===== config.mk =====
export PLATFORM = sky130hd
export DESIGN_NAME = axi_lite_master
export DESIGN_NICKNAME = d
export VERILOG_FILES = /design/src/rtl/axi_lite_master.sv
export SDC_FILE = /design/constraint.sdc
export NUM_CORES = 1
export LEC_CHECK = 0
export BUFFER_PORTS_ARGS = -buffer_cell sky130_fd_sc_hd__buf_2
export CAP_MARGIN = 25
export CORE_ASPECT_RATIO = 0.75
export CORE_MARGIN = 10
export CORE_UTILIZATION = 43
export CTS_BUF_LIST = sky130_fd_sc_hd__clkbuf_8
export DETAILED_ROUTE_END_ITERATION = 8
export PLACE_DENSITY = 0.79
export SLEW_MARGIN = 15
export SYNTH_ARGS = -nofsm -noshare
export SYNTH_HDL_FRONTEND = slang
export SYNTH_SLANG_ARGS = --single-unit

===== constraint.sdc =====
create_clock -name M_AXI_ACLK -period 1.3 [get_ports M_AXI_ACLK]
set_input_delay 0.39 -clock M_AXI_ACLK [delete_from_list [all_inputs] [get_ports M_AXI_ACLK]]
set_output_delay 0.39 -clock M_AXI_ACLK [all_outputs]
set_load 0.01 [all_outputs]

===== src/rtl/axi_lite_master.sv =====
// axi_lite_master
//   Single-outstanding AXI4-Lite master. A command (read or write of one
//   32-bit word) is accepted on the cmd_* channel, executed on the M_AXI_*
//   channels, and its result is returned on the rsp_* channel.
//
//   Optional feature macro: AXI_MASTER_TIMEOUT_EN
//     defined   - watchdog aborts a transaction after TIMEOUT_CYCLES cycles
//                 in any single wait state (rsp_timeout = 1, rsp_resp = 2'b11)
//     undefined - no watchdog, rsp_timeout tied low
//
//   Ports
//     M_AXI_ACLK, M_AXI_ARESETN : clock, async active-low reset
//     cmd_valid/ready/write/addr/wdata/wstrb : command request channel
//     rsp_valid/ready/write/rdata/resp/timeout : response channel
//     busy : high whenever the FSM is not IDLE
//     M_AXI_AW*/W*/B*/AR*/R* : AXI4-Lite master channels
//
//   state        | meaning
//   -------------+------------------------------------------------------
//   IDLE         | cmd_ready high, waiting for a command
//   WR_ADDR_DATA | AWVALID/WVALID raised, each drops on its own handshake
//   WR_RESP      | BREADY high, waiting for BVALID
//   RD_ADDR      | ARVALID high, waiting for ARREADY
//   RD_DATA      | RREADY high, waiting for RVALID
//   RESP         | rsp_valid high, waiting for rsp_ready
`timescale 1ns/1ps

module axi_lite_master #(
    parameter int C_M_AXI_ADDR_WIDTH = 9,
    parameter int C_M_AXI_DATA_WIDTH = 32,
    parameter int TIMEOUT_CYCLES     = 1024
) (
    input  logic                            M_AXI_ACLK,
    input  logic                            M_AXI_ARESETN,
    input  logic                            cmd_valid,
    output logic                            cmd_ready,
    input  logic                            cmd_write,
    input  logic [C_M_AXI_ADDR_WIDTH-1:0]   cmd_addr,
    input  logic [C_M_AXI_DATA_WIDTH-1:0]   cmd_wdata,
    input  logic [C_M_AXI_DATA_WIDTH/8-1:0] cmd_wstrb,
    output logic                            rsp_valid,
    input  logic                            rsp_ready,
    output logic                            rsp_write,
    output logic [C_M_AXI_DATA_WIDTH-1:0]   rsp_rdata,
    output logic [1:0]                      rsp_resp,
    output logic                            rsp_timeout,
    output logic                            busy,
    output logic [C_M_AXI_ADDR_WIDTH-1:0]   M_AXI_AWADDR,
    output logic [2:0]                      M_AXI_AWPROT,
    output logic                            M_AXI_AWVALID,
    input  logic                            M_AXI_AWREADY,
    output logic [C_M_AXI_DATA_WIDTH-1:0]   M_AXI_WDATA,
    output logic [C_M_AXI_DATA_WIDTH/8-1:0] M_AXI_WSTRB,
    output logic                            M_AXI_WVALID,
    input  logic                            M_AXI_WREADY,
    input  logic [1:0]                      M_AXI_BRESP,
    input  logic                            M_AXI_BVALID,
    output logic                            M_AXI_BREADY,
    output logic [C_M_AXI_ADDR_WIDTH-1:0]   M_AXI_ARADDR,
    output logic [2:0]                      M_AXI_ARPROT,
    output logic                            M_AXI_ARVALID,
    input  logic                            M_AXI_ARREADY,
    input  logic [C_M_AXI_DATA_WIDTH-1:0]   M_AXI_RDATA,
    input  logic [1:0]                      M_AXI_RRESP,
    input  logic                            M_AXI_RVALID,
    output logic                            M_AXI_RREADY
);

    localparam int AW = C_M_AXI_ADDR_WIDTH;
    localparam int DW = C_M_AXI_DATA_WIDTH;
    // Word alignment: the two byte-offset bits never reach the bus.
    localparam logic [AW-1:0] ALIGN_MASK = ~(AW'(3));

    typedef enum logic [2:0] {
        IDLE, WR_ADDR_DATA, WR_RESP, RD_ADDR, RD_DATA, RESP
    } state_t;

    state_t              r_state;
    logic [AW-1:0]       r_addr;
    logic [DW-1:0]       r_wdata;
    logic [DW/8-1:0]     r_wstrb;
    logic                r_write;
    logic                r_cmd_ready;
    logic                r_awvalid;
    logic                r_wvalid;
    logic                r_bready;
    logic                r_arvalid;
    logic                r_rready;
    logic                r_rsp_valid;
    logic                r_rsp_write;
    logic [DW-1:0]       r_rsp_rdata;
    logic [1:0]          r_rsp_resp;
    logic                r_rsp_timeout;

    // A channel counts as done once its VALID has dropped or is handshaking now.
    logic w_aw_done;
    logic w_w_done;
    assign w_aw_done = !r_awvalid || M_AXI_AWREADY;
    assign w_w_done  = !r_wvalid  || M_AXI_WREADY;

`ifdef AXI_MASTER_TIMEOUT_EN
    localparam int            CNT_W   = $clog2(TIMEOUT_CYCLES + 1);
    localparam logic [CNT_W-1:0] WD_LAST = CNT_W'(TIMEOUT_CYCLES - 1);

    logic [CNT_W-1:0] r_wd_cnt;
    logic             w_in_wait;
    logic             w_leave;
    logic             w_wd_fire;

    assign w_in_wait = (r_state == WR_ADDR_DATA) || (r_state == WR_RESP) ||
                       (r_state == RD_ADDR)      || (r_state == RD_DATA);
    // Any state change out of a wait state restarts the count for the next one.
    assign w_leave   = ((r_state == WR_ADDR_DATA) && w_aw_done && w_w_done) ||
                       ((r_state == WR_RESP) && M_AXI_BVALID) ||
                       ((r_state == RD_ADDR) && M_AXI_ARREADY) ||
                       ((r_state == RD_DATA) && M_AXI_RVALID);
    assign w_wd_fire = w_in_wait && (r_wd_cnt == WD_LAST);
`endif

    always_ff @(posedge M_AXI_ACLK or negedge M_AXI_ARESETN) begin
        if (!M_AXI_ARESETN) begin
            r_state       <= IDLE;
            r_addr        <= '0;
            r_wdata       <= '0;
            r_wstrb       <= '0;
            r_write       <= 1'b0;
            r_cmd_ready   <= 1'b0;
            r_awvalid     <= 1'b0;
            r_wvalid      <= 1'b0;
            r_bready      <= 1'b0;
            r_arvalid     <= 1'b0;
            r_rready      <= 1'b0;
            r_rsp_valid   <= 1'b0;
            r_rsp_write   <= 1'b0;
            r_rsp_rdata   <= '0;
            r_rsp_resp    <= 2'b00;
            r_rsp_timeout <= 1'b0;
`ifdef AXI_MASTER_TIMEOUT_EN
            r_wd_cnt      <= '0;
`endif
        end else begin
            case (r_state)
                IDLE: begin
                    r_cmd_ready <= 1'b1;
                    if (cmd_valid && r_cmd_ready) begin
                        r_cmd_ready <= 1'b0;
                        r_addr      <= cmd_addr & ALIGN_MASK;
                        r_wdata     <= cmd_wdata;
                        r_wstrb     <= cmd_wstrb;
                        r_write     <= cmd_write;
                        if (cmd_write) begin
                            r_awvalid <= 1'b1;
                            r_wvalid  <= 1'b1;
                            r_state   <= WR_ADDR_DATA;
                        end else begin
                            r_arvalid <= 1'b1;
                            r_state   <= RD_ADDR;
                        end
                    end
                end
                WR_ADDR_DATA: begin
                    if (M_AXI_AWREADY) r_awvalid <= 1'b0;
                    if (M_AXI_WREADY)  r_wvalid  <= 1'b0;
                    if (w_aw_done && w_w_done) begin
                        r_bready <= 1'b1;
                        r_state  <= WR_RESP;
                    end
                end
                WR_RESP: begin
                    if (M_AXI_BVALID) begin
                        r_bready      <= 1'b0;
                        r_rsp_valid   <= 1'b1;
                        r_rsp_write   <= 1'b1;
                        r_rsp_rdata   <= '0;
                        r_rsp_resp    <= M_AXI_BRESP;
                        r_rsp_timeout <= 1'b0;
                        r_state       <= RESP;
                    end
                end
                RD_ADDR: begin
                    if (M_AXI_ARREADY) begin
                        r_arvalid <= 1'b0;
                        r_rready  <= 1'b1;
                        r_state   <= RD_DATA;
                    end
                end
                RD_DATA: begin
                    if (M_AXI_RVALID) begin
                        r_rready      <= 1'b0;
                        r_rsp_valid   <= 1'b1;
                        r_rsp_write   <= 1'b0;
                        r_rsp_rdata   <= M_AXI_RDATA;
                        r_rsp_resp    <= M_AXI_RRESP;
                        r_rsp_timeout <= 1'b0;
                        r_state       <= RESP;
                    end
                end
                RESP: begin
                    // cmd_ready rises the cycle after the response handshake.
                    if (rsp_ready) begin
                        r_rsp_valid <= 1'b0;
                        r_cmd_ready <= 1'b1;
                        r_state     <= IDLE;
                    end
                end
                default: r_state <= IDLE;
            endcase

`ifdef AXI_MASTER_TIMEOUT_EN
            r_wd_cnt <= (w_in_wait && !w_leave) ? r_wd_cnt + 1'b1 : '0;
            // Abort overrides whatever the wait state decided this cycle.
            if (w_wd_fire) begin
                r_awvalid     <= 1'b0;
                r_wvalid      <= 1'b0;
                r_bready      <= 1'b0;
                r_arvalid     <= 1'b0;
                r_rready      <= 1'b0;
                r_rsp_valid   <= 1'b1;
                r_rsp_write   <= r_write;
                r_rsp_rdata   <= '0;
                r_rsp_resp    <= 2'b11;
                r_rsp_timeout <= 1'b1;
                r_wd_cnt      <= '0;
                r_state       <= RESP;
            end
`endif
        end
    end

    assign cmd_ready     = r_cmd_ready;
    assign busy          = (r_state != IDLE);
    assign rsp_valid     = r_rsp_valid;
    assign rsp_write     = r_rsp_write;
    assign rsp_rdata     = r_rsp_rdata;
    assign rsp_resp      = r_rsp_resp;
`ifdef AXI_MASTER_TIMEOUT_EN
    assign rsp_timeout   = r_rsp_timeout;
`else
    assign rsp_timeout   = 1'b0;
`endif

    assign M_AXI_AWADDR  = r_addr;
    assign M_AXI_AWPROT  = 3'b000;
    assign M_AXI_AWVALID = r_awvalid;
    assign M_AXI_WDATA   = r_wdata;
    assign M_AXI_WSTRB   = r_wstrb;
    assign M_AXI_WVALID  = r_wvalid;
    assign M_AXI_BREADY  = r_bready;
    assign M_AXI_ARADDR  = r_addr;
    assign M_AXI_ARPROT  = 3'b000;
    assign M_AXI_ARVALID = r_arvalid;
    assign M_AXI_RREADY  = r_rready;

`ifndef AXI_MASTER_TIMEOUT_EN
    // Without the watchdog the abort flag register has no reader.
    logic w_unused;
    assign w_unused = r_rsp_timeout;
`endif

endmodule


==> flow_summary.toml <==
[outcome]
status = "finished, violations left"
violations = "negative setup slack"

[worst_setup_path]
critPathCaptureType = "output port"
cp-start-kind = "flip-flop"
startpoint = "r_state[1]"
crit_path_cell_trace = "nor2_4 > buf_6 > nand2_4 > buf_6"
crit_slowest_cell = "dfrtp_1"
r2r_start = "r_state[1]"
cp_common_cell = "buf_6"
required_ns = 0.91
crit-reg2reg-capture = "M_AXI_WDATA[17]"
slowest_delay_ns = 0.42
regToRegSetupSlack_ns = -0.22
r2r_cells = 5
criticalPathCategory = "flip-flop to output port"
path_max_fanout = 2
cp.arrival_ns = 1.16

[synthesis]
synth_area_leaders = "dfrtp_1, mux2_4, nand2_1"
yosys_warnings = 0
synth.most_common_cell = "dfrtp_1"
async_reset_ff_share_pct = 100
yosysUniqueCellTypes = 35
synth_area_um2 = 3860
yosysTopAreaCell = "dfrtp_1"
synth_common_cells = "dfrtp_1, nand2_1, o21ai_0"
ys.flop_type = "dfrtp_1"
yosys_register_bits = 88
netlist_instances = 330
synth_top_area_share_pct = 57.0
synth_edf_count = 0
yosysSeqAreaShare_pct = 57.0
avgSynthCellArea_um2 = 11.7

[sta]
rsz0062_at_grt = "yes"
timing.final.hold_violations = 0
final.setup_skew_ns = 0.00973
layout_setup_ws_ns = -0.252
fmax_mhz = 644
fin_crit_sh_pct = 119
setup_viol = 85
drv_slew = 0
fin_crit_ns = 1.55

[worst_hold_path]
min_path_cells = 3
whs_endpoint = "rsp_rdata[26]"
hold_start = "M_AXI_RDATA[26]"
hold_path_class = "primary input to flip-flop"

[route]
vias_per_cell = 4.76
via_count = 3283
drc_errors = 0
drtIter0Drc = 159
dr.pass1.iters = 4
drt-total-wl_mm = 12.1
wl_per_cell_um = 17.6
ant_nets = 0

[pwr]
finalPower_uw = 15000
p_per_area_nw_per_um2 = 2460
vdd_drop_max_mv = 1.48
p_leak_uw = 0.00318

[floorplan]
ios = 195
initial_core_util_pct = 44.9
rows = 29
dieArea_um2 = 13200
core_um2 = 8600
dieHeight_um = 102
die_width_um = 129

[final_layout]
drive_gt1_share_pct = 57.2
diodes = 0
fin_nets = 669
instances_no_fill = 690
post-route-cell-area_um2 = 6110
area_growth_pct = 58.1

[placed_design]
gp_congestion = 0.795
dp_hpwl_mm = 8.11
placed_cells = 622
portBuffers = 181
place_ws_ns = -0.195
dpl_cell_area_um2 = 5010

[clock_network]
cts_tree = "done"
clk_pin_slew_worst_paths_ns = 0.09
cts.path.max_buffers = 2
clock_latency_ns = 0.35
cts_max_level = 3
cts_root_buf = "clkbuf_8"
numCtsBuffers = 9
cts_sinks = 88

[global_route]
antenna_found_initial = 0
track_usage_pct = 16.1
grt_pass1_vias = 3245
gr-total-overflow = 0
grt_pass1_wl_mm = 16.8
grt_max_degree = 32

[run]
drv_cap = 0
==> sequential cells by signal, summed over array words and instances (netlist names), 2 cells and up <==
signal        flops
M_AXI_WDATA      32
rsp_rdata        32
M_AXI_ARADDR      7
M_AXI_WSTRB       4
r_state           3
rsp_resp          2
==> report_power, final <==
| part | switching (uW) | internal [uW] |
|---|---|---|
| clock | 961 | 1080 |
| combinational | 3390 | 4820 |
| sequential | 821 | 3950 |
| total | 5180 | 9860 |
==> cell families after synthesis <==
family / Yosys count / share of synthesized area [%]
mux: 45 / 16.7
flops: 88 / 57.0
other cells: 1 / 0.0971
compound gates: 59 / 8.52
simple gates: 97 / 10.9
buf+inv: 40 / 6.77
==> stage by stage <==
stage / utilization (%) / hold WS, ns / TNS (ns)
after global placement: 58.3 / 0.298 / -7.74
final: 71.0 / 0.261 / -13.45
after CTS: 65.0 / 0.235 / -13.39
after floorplan: - / 0.0944 / -3.80
after detailed placement: 58.3 / 0.298 / -9.77
after global routing: 71.0 / 0.233 / -19.99
==> placed cells by master (no fill, tap or decap), drive strengths merged <==
cell         synthesis  layout
a21o                 1       1
o21a                 1       1
conb                 1      11
dfrtp               88      88
bufinv               0       2
inv                  4       5
nand4                1       1
clkinv               1       3
nand2               79      79
nand3b               2       2
nor3                 1       1
mux2                43      43
clkbuf               5      11
o32a                 1       1
nand3                3       3
a22oi                1       1
a31oi                1       1
a41oi                3       3
buf                 30     259
o31a                 1       1
nor2b                1       1
o21ai               44      44
a211oi               2       2
a21oi                4       4
mux2i                2       2
dlygate4sd3          0       1
nor3b                1       1
and3b                1       1
clkinvlp             0       1
nand2b               2       2
nor2                 6       6
==> how the worst max path moves through the flow <==
stage | end | slack (ns) | cells past startpoint
2_1_floorplan | M_AXI_ARADDR[2] | -0.10 | 4
3_3_place_gp | rsp_rdata[12] | -0.12 | 6
3_5_place_dp | rsp_rdata[5] | -0.20 | 7
4_1_cts | busy | -0.28 | 4
5_1_grt | busy | -0.32 | 4
6_report | busy | -0.25 | 4
==> metal layers <==
metal | GRT usage [%] | wire length [um]
met5 | 0 | 0
met2 | 27.1 | 6110
met1 | 18.5 | 4720
met3 | 7.14 | 1160
met4 | 4.14 | 129
==> area by class of cell <==
cell class	count	area [um^2]
clock buffer	9	124
clock inverter	6	93.8
fill	596	2490
inverter	5	20.0
multi-input combinational	212	1490
sequential	88	2200
tap	108	135
timing repair buffer	262	2040
==> worst max-delay path: cells and delay by family (launching register included) <==
family,cells,cell delay (ns)
buffers and inverters,2,0.22
and+or+nand+nor,2,0.17
DFF,1,0.42
==> what timing repair did <==
action,4_1_cts,5_1_grt
cloned,2,1
resized for setup,35,61
pin swaps,3,2
endpoints found under the setup margin,120,175
endpoints found under the hold margin,18,0
hold buffers,1,0
buffers inserted,21,28
(Power assumes the default switching activity.)
